==> config.mk <==
export PLATFORM = sky130hd
export DESIGN_NAME = div_issue_shell_flat
export DESIGN_NICKNAME = d
export VERILOG_FILES = /design/src/rtl/div_pkg.sv /design/src/rtl/div_issue_shell_if.sv /design/src/rtl/div_res_fifo.sv /design/src/rtl/div_issue_shell.sv /design/src/flat_wrapper.sv
export SDC_FILE = /design/constraint.sdc
export NUM_CORES = 1
export LEC_CHECK = 0
export ABC_AREA = 1
export CORE_MARGIN = 2
export CORE_UTILIZATION = 37
export CTS_BUF_LIST = sky130_fd_sc_hd__clkbuf_8
export CTS_CLUSTER_SIZE = 8
export DETAILED_ROUTE_END_ITERATION = 8
export SLEW_MARGIN = 20
export SYNTH_ARGS = -nofsm -noshare
export SYNTH_HDL_FRONTEND = slang
export SYNTH_SLANG_ARGS = --single-unit
==> constraint.sdc <==
create_clock -name clk -period 4 [get_ports clk]
set_clock_uncertainty 0.05 [all_clocks]
set_input_delay 0.8 -clock clk [delete_from_list [all_inputs] [get_ports clk]]
set_output_delay 0.8 -clock clk [all_outputs]
set_load 0.01 [all_outputs]
==> src/rtl/div_pkg.sv <==
// Shared defaults and record layouts for the divider issue shell.
// No logic: latency and backpressure are defined by the modules that import this package.
package div_pkg;
    localparam int DIV_K      = 32;
    localparam int DIV_NSTAGE = 2;
    localparam int DIV_DEPTH  = 4;
    localparam int DIV_TAGW   = 4;

    typedef struct packed {
        logic [DIV_K-1:0]    q;
        logic [DIV_K-1:0]    r;
        logic [DIV_TAGW-1:0] tag;
        logic                dz;
        logic                ovf;
    } div_res_t;

    typedef struct packed {
        logic                vld;
        logic [DIV_TAGW-1:0] tag;
        logic                dz;
        logic                ovf;
    } div_trk_t;
endpackage

==> src/rtl/div_issue_shell_if.sv <==
// Producer/consumer handshake bundle of the divider shell.
// No latency of its own; in_* side is valid/ready, out_* side is valid/ready.
interface div_issue_shell_if
    import div_pkg::*;
#(
    parameter int K    = DIV_K,
    parameter int TAGW = DIV_TAGW
);
    logic            in_valid;
    logic            in_ready;
    logic [K+31:0]   in_x;
    logic [K-1:0]    in_d;
    logic [TAGW-1:0] in_tag;
    logic            out_valid;
    logic            out_ready;
    logic [K-1:0]    out_q;
    logic [K-1:0]    out_r;
    logic [TAGW-1:0] out_tag;
    logic            out_dz;
    logic            out_ovf;

    modport master (
        output in_valid, in_x, in_d, in_tag, out_ready,
        input  in_ready, out_valid, out_q, out_r, out_tag, out_dz, out_ovf
    );

    modport slave (
        input  in_valid, in_x, in_d, in_tag, out_ready,
        output in_ready, out_valid, out_q, out_r, out_tag, out_dz, out_ovf
    );
endinterface

==> src/rtl/div_res_fifo.sv <==
// In-order result buffer; head visible the cycle after the first push (1-cycle latency).
// Push and pop may share an edge, even when full; caller guarantees no push into a full FIFO.
module div_res_fifo
    import div_pkg::*;
#(
    parameter int  DEPTH = DIV_DEPTH,
    parameter type T     = div_res_t,
    localparam int AW    = (DEPTH > 1) ? $clog2(DEPTH) : 1,
    localparam int CW    = $clog2(DEPTH + 1)
) (
    input  logic          clk,
    input  logic          rst,
    input  logic          push_vld,
    input  T              push_dat,
    input  logic          pop_vld,
    output logic          head_vld,
    output T              head_dat,
    output logic [CW-1:0] count
);
    T              mem [DEPTH];
    logic [AW-1:0] wptr;
    logic [AW-1:0] rptr;

    function automatic logic [AW-1:0] ptr_inc(input logic [AW-1:0] p);
        return (p == AW'(DEPTH - 1)) ? '0 : p + AW'(1);
    endfunction

    always_ff @(posedge clk) begin
        if (push_vld) begin
            mem[wptr] <= push_dat;
        end
    end

    always_ff @(posedge clk or posedge rst) begin
        if (rst) begin
            wptr  <= '0;
            rptr  <= '0;
            count <= '0;
        end else begin
            if (push_vld) begin
                wptr <= ptr_inc(wptr);
            end
            if (pop_vld) begin
                rptr <= ptr_inc(rptr);
            end
            case ({push_vld, pop_vld})
                2'b10:   count <= count + CW'(1);
                2'b01:   count <= count - CW'(1);
                default: count <= count;
            endcase
        end
    end

    assign head_vld = (count != '0);
    assign head_dat = mem[rptr];
endmodule

==> src/rtl/div_issue_shell.sv <==
// Valid/ready shell around a fixed-latency divider: tags ops, flags divide-by-zero/overflow, buffers results.
// Fire to out_valid is NSTAGE+1 edges; credits throttle in_ready so a stalled consumer never loses a result.
module div_issue_shell
    import div_pkg::*;
#(
    parameter int K      = DIV_K,
    parameter int NSTAGE = DIV_NSTAGE,
    parameter int DEPTH  = DIV_DEPTH,
    parameter int TAGW   = DIV_TAGW
) (
    input  logic           clk,
    input  logic           rst,
    div_issue_shell_if.slave io,
    output logic [K+31:0]  div_x,
    output logic [K-1:0]   div_d,
    output logic           div_rstn,
    input  logic [K-1:0]   div_q,
    input  logic [K-1:0]   div_r
);
    localparam int CW = $clog2(DEPTH + 1);

    typedef struct packed {
        logic [K-1:0]    q;
        logic [K-1:0]    r;
        logic [TAGW-1:0] tag;
        logic            dz;
        logic            ovf;
    } res_t;

    typedef struct packed {
        logic            vld;
        logic [TAGW-1:0] tag;
        logic            dz;
        logic            ovf;
    } trk_t;

    logic          live;
    logic [CW-1:0] credits;
    logic          fire;
    logic          pop;
    trk_t          trk [NSTAGE+1];
    trk_t          trk_in;
    res_t          push_dat;
    res_t          head;
    logic          head_vld;
    logic [CW-1:0] fifo_count;
    int            occupancy;

    assign div_rstn    = ~rst;
    assign io.in_ready = live && (credits != '0);
    assign fire        = io.in_valid && io.in_ready;
    assign pop         = head_vld && io.out_ready;

    always_comb begin
        trk_in     = '0;
        trk_in.vld = fire;
        trk_in.tag = io.in_tag;
        trk_in.dz  = (io.in_d == '0);
        trk_in.ovf = (io.in_d != '0) && (io.in_x[K+31:32] >= io.in_d);
    end

    // The divider cannot stall, so the tracker shifts every cycle and its last slot lines up with div_q/div_r.
    always_ff @(posedge clk or posedge rst) begin
        if (rst) begin
            live    <= 1'b0;
            credits <= CW'(DEPTH);
            div_x   <= '0;
            div_d   <= '0;
            for (int i = 0; i <= NSTAGE; i++) begin
                trk[i] <= '0;
            end
        end else begin
            live <= 1'b1;
            if (fire) begin
                div_x <= io.in_x;
                div_d <= io.in_d;
            end
            trk[0] <= trk_in;
            for (int i = 1; i <= NSTAGE; i++) begin
                trk[i] <= trk[i-1];
            end
            case ({fire, pop})
                2'b10:   credits <= credits - CW'(1);
                2'b01:   credits <= credits + CW'(1);
                default: credits <= credits;
            endcase
        end
    end

    always_comb begin
        push_dat     = '0;
        push_dat.q   = div_q;
        push_dat.r   = div_r;
        push_dat.tag = trk[NSTAGE].tag;
        push_dat.dz  = trk[NSTAGE].dz;
        push_dat.ovf = trk[NSTAGE].ovf;
    end

    div_res_fifo #(
        .DEPTH (DEPTH),
        .T     (res_t)
    ) u_fifo (
        .clk      (clk),
        .rst      (rst),
        .push_vld (trk[NSTAGE].vld),
        .push_dat (push_dat),
        .pop_vld  (pop),
        .head_vld (head_vld),
        .head_dat (head),
        .count    (fifo_count)
    );

    assign io.out_valid = head_vld;
    assign io.out_q     = head.q;
    assign io.out_r     = head.r;
    assign io.out_tag   = head.tag;
    assign io.out_dz    = head.dz;
    assign io.out_ovf   = head.ovf;

    // Every credit is either free, riding the tracker, or parked in the FIFO.
    always_comb begin
        occupancy = int'(credits) + int'(fifo_count);
        for (int i = 0; i <= NSTAGE; i++) begin
            occupancy = occupancy + int'(trk[i].vld);
        end
    end

    assert property (@(posedge clk) disable iff (rst) occupancy == DEPTH);
endmodule

==> src/flat_wrapper.sv <==
// flat-port wrapper written by rule: the top's interface ports become plain ports
module div_issue_shell_flat import div_pkg::*;
#(
    parameter int K      = DIV_K,
    parameter int NSTAGE = DIV_NSTAGE,
    parameter int DEPTH  = DIV_DEPTH,
    parameter int TAGW   = DIV_TAGW
)
  (clk, rst, div_x, div_d, div_rstn, div_q, div_r, io_in_valid, io_in_x, io_in_d, io_in_tag, io_out_ready, io_in_ready, io_out_valid, io_out_q, io_out_r, io_out_tag, io_out_dz, io_out_ovf);
  div_issue_shell_if #(.K(K), .TAGW(TAGW)) io_i ();
  input  logic clk;
  input  logic rst;
  output logic [K+31:0] div_x;
  output logic [K-1:0] div_d;
  output logic div_rstn;
  input  logic [K-1:0] div_q;
  input  logic [K-1:0] div_r;
  input wire logic [$bits(io_i.in_valid)-1:0] io_in_valid;
  input wire logic [$bits(io_i.in_x)-1:0] io_in_x;
  input wire logic [$bits(io_i.in_d)-1:0] io_in_d;
  input wire logic [$bits(io_i.in_tag)-1:0] io_in_tag;
  input wire logic [$bits(io_i.out_ready)-1:0] io_out_ready;
  output wire logic [$bits(io_i.in_ready)-1:0] io_in_ready;
  output wire logic [$bits(io_i.out_valid)-1:0] io_out_valid;
  output wire logic [$bits(io_i.out_q)-1:0] io_out_q;
  output wire logic [$bits(io_i.out_r)-1:0] io_out_r;
  output wire logic [$bits(io_i.out_tag)-1:0] io_out_tag;
  output wire logic [$bits(io_i.out_dz)-1:0] io_out_dz;
  output wire logic [$bits(io_i.out_ovf)-1:0] io_out_ovf;
  assign io_i.in_valid = io_in_valid;
  assign io_i.in_x = io_in_x;
  assign io_i.in_d = io_in_d;
  assign io_i.in_tag = io_in_tag;
  assign io_i.out_ready = io_out_ready;
  assign io_in_ready = io_i.in_ready;
  assign io_out_valid = io_i.out_valid;
  assign io_out_q = io_i.out_q;
  assign io_out_r = io_i.out_r;
  assign io_out_tag = io_i.out_tag;
  assign io_out_dz = io_i.out_dz;
  assign io_out_ovf = io_i.out_ovf;
  div_issue_shell #(.K(K), .NSTAGE(NSTAGE), .DEPTH(DEPTH), .TAGW(TAGW)) u_core (.clk(clk), .rst(rst), .io(io_i), .div_x(div_x), .div_d(div_d), .div_rstn(div_rstn), .div_q(div_q), .div_r(div_r));
endmodule
==> impl_results.md, run 1 <==
- Die X: 212 um
- First-pass GRT wire length: 63000 um
- IO Pins: 337
- CTS buffer count: 72
- Syn_nets: 1498
- RSZ-0062 raised after global routing: false
- Area growth syn-to-layout: 32.9%
- Critical setup path kind: reg2out
- Skew-Pair Late Insertion Delay: 0.59 ns
- GRT Residual Overflow: 0
- Placed Area: 19900 um2
- Ys Warns: 0
- Crit-path max FO: 142
- Avg WL per Cell: 18.3 um
- Initial antenna violation count: 3
- Layout cells sized above 1: 0.0744
- Nets: 1863
- Worst R2R Setup Slack: 1.52 ns
- Post-synth top cells: edfxtp_1 (280), nand2_1 (267), o21ai_0 (168)
- # hold bufs at CTS: 0
- Starting Density: 0.373
- Number of global-route vias before repair: 11200
- Yosys cell types: 31
- FFs w/ async S/R, synth: 0.314
- Required @ worst endpoint: 3.15 ns
- Post-Synthesis Cells: 1289
- GRT Total Usage: 0.185
- CTS tree: built
- Slew @ Worst Pin: 1.01 ns
- CP Launch Type: flip-flop
- CP Capture Point: io_out_tag[2]
- Max-slew headroom: 0.328
- EDFF count, synth: 280
- Depth of the CTS H-tree: 3
- Psw: 4.62 mW
- Final core occ: 0.496
- FF+latch count, synth: 408
- Clock period minus worst slack: 3.52 ns
- Pint: 9.48 mW
- Yosys top cell area share: 0.527
- Crit path from: u_core.u_fifo.rptr[0]
- Final setup viols: 0
- Drt pass-1 iters: 5
- Comb power frac: 0.352
- Post-route cell area: 21200 um2
- Ranking of synthesized cells by area: edfxtp_1 (53%), dfrtp_1 (20%), nand2_1 (6.3%)
- Clock sinks: 408
- Syn avg cell area: 12.4 um2
- Final ANT Viol Nets: 0
- Max Slew Vio Count: 0
- Count leader, synth: edfxtp_1
- Routability cong.: 0.808
- Detailed-route via count: 10900
- Clock Pin Slew Worst Setup and Hold Paths: 0.06 ns
- Leakage: 8.31 nW
- CP arrival: 2.67 ns
- Sw frac: 0.328
- Largest net degree at the start of global routing: 143
- Drt total wl: 41300 um
- Vias per inst: 4.83
- Top FF cell, synth: edfxtp_1
- CTS root buffer: clkbuf_8
- Detail Placement HPWL: 25800 um
- Die Ht: 212 um
- R2R cell count: 6
- Sequential fraction of design power: 0.394
- Post-cts resize count: 0
- DRT iter0 DRCs: 572
- Cell Pwr Density: 665 nW/um2
- Worst hold slack: 0.298 ns
- Power share of the clock group: 0.254
- Cell taking the most area after synthesis: edfxtp_1
- Core footprint: 42800 um2
- Total die area: 44800 um2
- Final hold vios: 0
- Mapped cell area: 16000 um2
- Std cell rows: 76
- Peak supply drop: 0.362 mV
- Hold crit path type: reg2reg
- Critical R2R Launch: u_core.credits[0]
- Post-CTS setup buffer count: 0
- Max Fclk: 284 MHz
- Drt drc: 0
- Number of I/O port buffers: 336
- CTS Buffer Depth: 3
- Final TNS setup: 0 ns
- CP endpoint kind: output pin
- Reg2reg end: u_core.div_d[17]
- Status: finished, final reports clean
- Fin crit share: 0.879
- Max Cap Viol: 0
- Seq/Total Area, Yosys: 0.728
## per-layer routing
| layer | vias up | share of wire | track usage | wire length [um] |
|---|---|---|---|---|
| met5 | - | 0.00097 | 0 | 40 |
| met1 | 5199 | 0.42 | 0.229 | 17500 |
| met2 | 370 | 0.46 | 0.290 | 18800 |
| met3 | 56 | 0.10 | 0.0785 | 4160 |
| li1 | 5244 | - | - | - |
| met4 | 6 | 0.018 | 0.0634 | 725 |
## cells in the final DEF, fill, tap and decap left out, types with 4 or more instances in the layout
master | Yosys | layout
clkdlybuf4s50_1 | 0 | 336
edfxtp_1 | 280 | 280
nand2_1 | 267 | 267
o21ai_0 | 168 | 168
nor2_1 | 150 | 150
dfrtp_1 | 127 | 125
clkbuf_8 | 0 | 78
inv_1 | 56 | 70
o22ai_1 | 70 | 70
ha_1 | 39 | 39
a21oi_1 | 18 | 18
clkinv_1 | 0 | 15
o21ai_1 | 14 | 14
buf_4 | 3 | 13
buf_12 | 0 | 8
inv_2 | 3 | 7
clkinv_2 | 0 | 7
nor4_1 | 6 | 6
nand4_1 | 6 | 6
clkinvlp_4 | 0 | 5
nand3_1 | 4 | 4
## metrics by stage
| stage | cells | setup WS, ns | total power, mW |
|---|---|---|---|
| after global placement | 2126 | 1.01 | 10.6 |
| after CTS | 2252 | 0.331 | 14.3 |
| final | 2253 | 0.485 | 14.1 |
| after floorplan | 1289 | 0.757 | 7.97 |
| after detailed placement | 2126 | 0.987 | 10.7 |
| after global routing | 2252 | 0.241 | 15.0 |
## power groups by stage
stage / clock network, mW / registers (mW) / logic, mW
global route: 3.92 / 5.63 / 5.47
global placement: 0 / 5.60 / 5.02
floorplan: 0 / 5.76 / 2.21
CTS: 3.71 / 5.56 / 5.06
detailed placement: 0 / 5.62 / 5.05
finish: 3.58 / 5.56 / 4.96
## cells by family after synthesis
family                     after synthesis  synth area share
adders and majority gates               41            0.0331
buffers and inverters                  125            0.0392
muxes                                    1          0.000706
AOI/OAI and AO/OA                      273            0.0919
other                                    1          0.000235
DFF                                    408             0.728
xor gates and xnor gates                 4           0.00220
and+or+nand+nor                        436             0.105
## worst max-delay path, cell delays in order (launching register included)
cell and delay, ns:
dfrtp_4 0.44, buf_12 0.40, o21ai_0 0.18, o22ai_1 0.29, clkdlybuf4s50_1 0.59
## flip-flops by register name, indices dropped and copies added (netlist names)
signal and cells:
u_core.u_fifo.mem 280, u_core.trk 15, u_core.div_x 64, u_core.div_d 32, u_core.u_fifo.rptr 2, u_core.push_dat 6, u_core.u_fifo.count 3, u_core.live 1
u_core.credits 3, u_core.u_fifo.wptr 2
## worst min-delay path by stage
stage / from / to / slack, ns / cells after the start
6_report: u_core.trk[20] / u_core.trk[13] / 0.30 / 0
5_1_grt: u_core.trk[17] / u_core.trk[10] / 0.30 / 0
4_1_cts: u_core.trk[16] / u_core.trk[9] / 0.30 / 0
3_5_place_dp: u_core.trk[13] / u_core.trk[6] / 0.28 / 0
3_3_place_gp: u_core.trk[10] / u_core.push_dat[3] / 0.28 / 0
2_1_floorplan: u_core.trk[7] / u_core.push_dat[0] / 0.28 / 0
## area by class of cell
cell class | instances | area [um2]
antenna | 1 | 2.50
clock buffer | 78 | 1070
clock inverter | 48 | 256
fill | 3806 | 21600
inverter | 59 | 228
multi-input combinational | 756 | 3730
sequential | 408 | 11600
tap | 546 | 683
timing repair buffer | 357 | 3620
(Power assumes the default switching activity.)
==> run 2: changes to the inputs <==
--- a/config.mk
+++ b/config.mk
@@ -11,6 +11,8 @@
 export CTS_BUF_LIST = sky130_fd_sc_hd__clkbuf_8
 export CTS_CLUSTER_SIZE = 8
 export DETAILED_ROUTE_END_ITERATION = 8
+export PLACE_DENSITY_LB_ADDON = 0.08
+export SKIP_CTS_REPAIR_TIMING = 1
 export SLEW_MARGIN = 20
 export SYNTH_ARGS = -nofsm -noshare
 export SYNTH_HDL_FRONTEND = slang
==> run 2 against run 1 <==
Hold slack worse by 0.016 ns. Global-route usage is 0.15 points lower. Sequential share of layout area grew 0.21 points. Cell area fell by 0.38%. Combinational power about the same. Clock-buffer cell count is 3 lower. Register-to-register slack gained 0.10 ns. Via count down 1.7%. First-iteration DRC count shrank 21%. Setup slack worse by 0.11 ns. Clock power shrank 2%. Critical endpoint is now io_out_r[0].
==> impl_results.md, run 2 (synthesis results as in run 1) <==
- Required @ worst endpoint: 3.15 ns
- CTS buffer count: 71
- Detail Placement HPWL: 25100 um
- Clock period minus worst slack: 3.63 ns
- Total power: 14.0 mW
- IO Pins: 337
- Max Cap Viol: 0
- Diodes inserted: 0
- GRT Total Usage: 0.183
- Max-slew headroom: 0.369
- Biggest registers after layout: u_core.u_fifo.mem (280), u_core.div_x (64), u_core.div_d (32)
- Clock sinks: 408
- Highest metal used: met5
- Most frequent cells in the layout: clkdlybuf4s50_1 (336), edfxtp_1 (280), nand2_1 (267)
- Number of global-route vias before repair: 11100
- Status: finished, final reports clean
- CP endpoint kind: output pin
- Peak supply drop: 0.310 mV
- CP peak stage delay: 0.62 ns
- Max Fclk: 276 MHz
- CTS root buffer: clkbuf_8
- Die Ht: 212 um
- Drt total wl: 40700 um
- Initial antenna violation count: 3
- Std cell rows: 76
- Area growth syn-to-layout: 32.4%
- Layout cells sized above 1: 0.0687
- Starting Density: 0.373
- CP Launch Type: flip-flop
- CP delay by family, top: buffers and inverters
- Drt pass-1 iters: 6
- Total die area: 44800 um2
- Depth of the CTS H-tree: 3
- Routability cong.: 0.795
- Met1 WL: 17100 um
- Crit-path max FO: 53
- Largest net degree at the start of global routing: 143
- DRT iter0 DRCs: 452
- Slew @ Worst Pin: 0.947 ns
- Clock Pin Slew Worst Setup and Hold Paths: 0.06 ns
- Drt drc: 0
- Slowest CP cell: clkdlybuf4s50_1
- Final TNS setup: 0 ns
- Commonest non-fill, non-tap cell in the layout: clkdlybuf4s50_1
- CP arrival: 2.78 ns
- Hold crit path type: reg2reg
- Core footprint: 42800 um2
- Detailed-route via count: 10700
- Reg with most FFs: u_core.u_fifo.mem
- Met3 routed WL: 3740 um
- CP Buf/Inv Count: 3
- First-pass GRT wire length: 62500 um
- CTS Buffer Depth: 3
- GRT Residual Overflow: 0
- Number of I/O port buffers: 336
- Max reg flops: 280
- CTS tree: built
- Fin crit share: 0.907
- Met2 wire length: 19100 um
- Max Slew Vio Count: 0
- RSZ-0062 raised after global routing: false
- Vias per inst: 4.75
- Critical setup path kind: reg2out
- Nets: 1859
- Die X: 212 um
- Final setup viols: 0
- Crit-path cells: inv_4 > buf_12 > nor2_1 > o22ai_1 > clkdlybuf4s50_1
- Final hold vios: 0
- Placed Area: 19800 um2
- Post-route cell area: 21100 um2
- Skew-Pair Late Insertion Delay: 0.60 ns
- Leakage: 8.29 nW
- Final ANT Viol Nets: 0
- Avg WL per Cell: 18.1 um
- Cell Pwr Density: 663 nW/um2
[run 2: cell count changes in the layout (fill, tap and decap cells not counted), sizes merged]
cell,change
buf,-3
inv,+6
clkinvlp,-2
clkbuf,-3
diode,-1
[run 2: worst paths after layout]
| kind | start | slack (ns) | to | depth (start not counted) |
|---|---|---|---|---|
| worst max-delay path | u_core.u_fifo.rptr[0] | 0.37 | io_out_r[0] | 5 |
| worst min-delay path | u_core.trk[13] | 0.28 | u_core.trk[6] | 0 |
| min in group asynchronous | rst | 0.81 | u_core.div_x[31] | 3 |
| worst min register to register | u_core.trk[13] | 0.28 | u_core.trk[6] | 0 |
| max in group asynchronous | rst | 2.49 | u_core.u_fifo.rptr[0] | 3 |
| worst max register to register | u_core.credits[0] | 1.62 | u_core.div_d[30] | 5 |
[run 2: power by group]
part           internal [mW]  switching [mW]  total, mW
Sequential              5.26           0.297       5.55
Combinational           2.29            2.65       4.94
Clock                   1.86            1.65       3.51
Total                   9.40            4.60       14.0
[run 2: stage by stage]
stage,setup WS (ns),instances,utilization,hold slack [ns]
finish,0.371,2250,0.494,0.282
global route,0.242,2250,0.494,0.293
CTS,0.279,2250,0.494,0.293
detailed placement,0.945,2123,0.463,0.285
global placement,0.955,2123,0.463,0.284
floorplan,0.757,1289,-,0.281
[run 2: final cells by class]
| cell class | count | area, um2 |
|---|---|---|
| Sequential cell | 408 | 11600 |
| Clock inverter | 52 | 265 |
| Timing Repair Buffer | 354 | 3570 |
| Fill cell | 3880 | 21700 |
| Clock buffer | 75 | 1030 |
| Multi-Input combinational cell | 756 | 3730 |
| Inverter | 59 | 229 |
| Tap cell | 546 | 683 |
[run 2: per-layer routing]
metal	vias up	global-route usage
met3	51	0.0708
met5	-	0
met4	6	0.0590
met2	315	0.294
li1	5233	-
met1	5081	0.228
[run 2: worst register-to-register path, stage by stage (launching register included)]
cell     delay (ns)
dfrtp_1        0.43
o31ai_2        0.28
inv_2          0.10
nand2_4        0.30
buf_4          0.79
o21ai_0        0.28
==> run 3: changes to the inputs <==
--- a/config.mk
+++ b/config.mk
@@ -9,10 +9,11 @@
 export CORE_MARGIN = 2
 export CORE_UTILIZATION = 37
 export CTS_BUF_LIST = sky130_fd_sc_hd__clkbuf_8
-export CTS_CLUSTER_SIZE = 8
+export CTS_CLUSTER_SIZE = 25
 export DETAILED_ROUTE_END_ITERATION = 8
 export PLACE_DENSITY_LB_ADDON = 0.08
 export SKIP_CTS_REPAIR_TIMING = 1
+export SKIP_LAST_GASP = 1
 export SLEW_MARGIN = 20
 export SYNTH_ARGS = -nofsm -noshare
 export SYNTH_HDL_FRONTEND = slang
==> run 3 against run 2 <==
Sequential cell count unchanged. Utilization decreased by 0.067 points. Power decreased by 0.53%. Sequential share of layout area increased by 0.075 points. Largest power group unchanged.
==> impl_results.md, run 3 (synthesis results as in run 1) <==
- Final ANT Viol Nets: 0
- Diodes inserted: 0
- Final hold vios: 0
- Status: finished, final reports clean
- Slowest CP cell: clkdlybuf4s50_1
- Initial antenna violation count: 3
- Most frequent cells in the layout: clkdlybuf4s50_1 (336), edfxtp_1 (280), nand2_1 (267)
- Final TNS setup: 0 ns
- Max Cap Viol: 0
- CP Launch Type: flip-flop
- CTS tree: built
- First-pass GRT wire length: 62500 um
- Die X: 212 um
- Leakage: 8.28 nW
- DRT iter0 DRCs: 477
- Crit-path cells: inv_4 > buf_12 > nor2_1 > o22ai_1 > clkdlybuf4s50_1
- Vias per inst: 4.77
- Critical setup path kind: reg2out
- Drt total wl: 40800 um
- Avg WL per Cell: 18.1 um
- Depth of the CTS H-tree: 3
- Required @ worst endpoint: 3.15 ns
- Largest net degree at the start of global routing: 143
- Area growth syn-to-layout: 32.2%
- Clock Pin Slew Worst Setup and Hold Paths: 0.06 ns
- Post-route cell area: 21100 um2
- Max Slew Vio Count: 0
- Max-slew headroom: 0.362
- Core footprint: 42800 um2
- Number of I/O port buffers: 336
- CP endpoint kind: output pin
- Final setup viols: 0
- Std cell rows: 76
- CP peak stage delay: 0.62 ns
- CTS buffer count: 70
- Placed Area: 19800 um2
- Worst hold slack: 0.297 ns
- Total die area: 44800 um2
- Die Ht: 212 um
- Clock period minus worst slack: 3.64 ns
- Clock sinks: 408
- Routability cong.: 0.795
- IO Pins: 337
- Fin crit share: 0.911
- Detail Placement HPWL: 25100 um
- Commonest non-fill, non-tap cell in the layout: clkdlybuf4s50_1
- Number of fillers in the final layout: 3875
- Peak supply drop: 0.304 mV
- GRT Residual Overflow: 0
- CTS Buffer Depth: 3
- Hold crit path type: reg2reg
- Number of global-route vias before repair: 11100
- Biggest registers after layout: u_core.u_fifo.mem (280), u_core.div_x (64), u_core.div_d (32)
- Detailed-route via count: 10700
- Crit-path max FO: 53
- Nets: 1858
- RSZ-0062 raised after global routing: false
- Skew-Pair Late Insertion Delay: 0.59 ns
- Reg with most FFs: u_core.u_fifo.mem
- Max Fclk: 274 MHz
- CTS root buffer: clkbuf_8
- Layout cells sized above 1: 0.0686
- CP arrival: 2.79 ns
- Drt pass-1 iters: 4
- Final core occ: 0.493
- GRT Total Usage: 0.183
- Drt drc: 0
- Slew @ Worst Pin: 0.958 ns
- Cell Pwr Density: 660 nW/um2
- Max reg flops: 280
- Starting Density: 0.373
- Total power: 13.9 mW
[run 3: stage by stage]
stage	worst slack, ns	cells
floorplan	0.757	1289
global placement	0.955	2123
detailed placement	0.945	2123
CTS	0.265	2251
global route	0.226	2251
finish	0.356	2251
[run 3: critical path: cells and delay by family, from the launching register on]
kind                   cells  cell delay [ns]
and+or+nand+nor            1             0.07
DFF                        1             0.50
buffers and inverters      3             1.31
AOI/OAI and AO/OA          1             0.31
[run 3: path summary, 6_finish.rpt]
path / start / to / slack [ns] / depth (start not counted)
setup / recovery: u_core.u_fifo.rptr[0] / io_out_r[0] / 0.36 / 5
hold / removal: u_core.trk[17] / u_core.trk[10] / 0.30 / 0
setup reg to reg: u_core.credits[0] / u_core.div_d[30] / 1.59 / 5
hold reg to reg: u_core.trk[17] / u_core.trk[10] / 0.30 / 0
max in group asynchronous: rst / u_core.u_fifo.rptr[0] / 2.50 / 3
min in group asynchronous: rst / u_core.div_x[4] / 0.81 / 3
[run 3: layer usage]
metal  track usage  wire length [um]
met5             0                39
met4        0.0583               694
met3        0.0714              3590
met2         0.293             19100
met1         0.228             17400
[run 3: power breakdown]
part           internal, mW  switching, mW  total (mW)
Combinational          2.29           2.66        4.95
Clock                  1.77           1.65        3.43
Sequential             5.26          0.298        5.55
[run 3: final cells by class]
cell class	count	area, um2	share of cell area
clock buffers	74	1020	0.0483
clock inverters	54	250	0.0119
inverters	59	229	0.0109
multi-input cells	756	3730	0.177
flip-flops and latches	408	11600	0.551
well taps	546	683	0.0324
repair buffers	354	3570	0.169
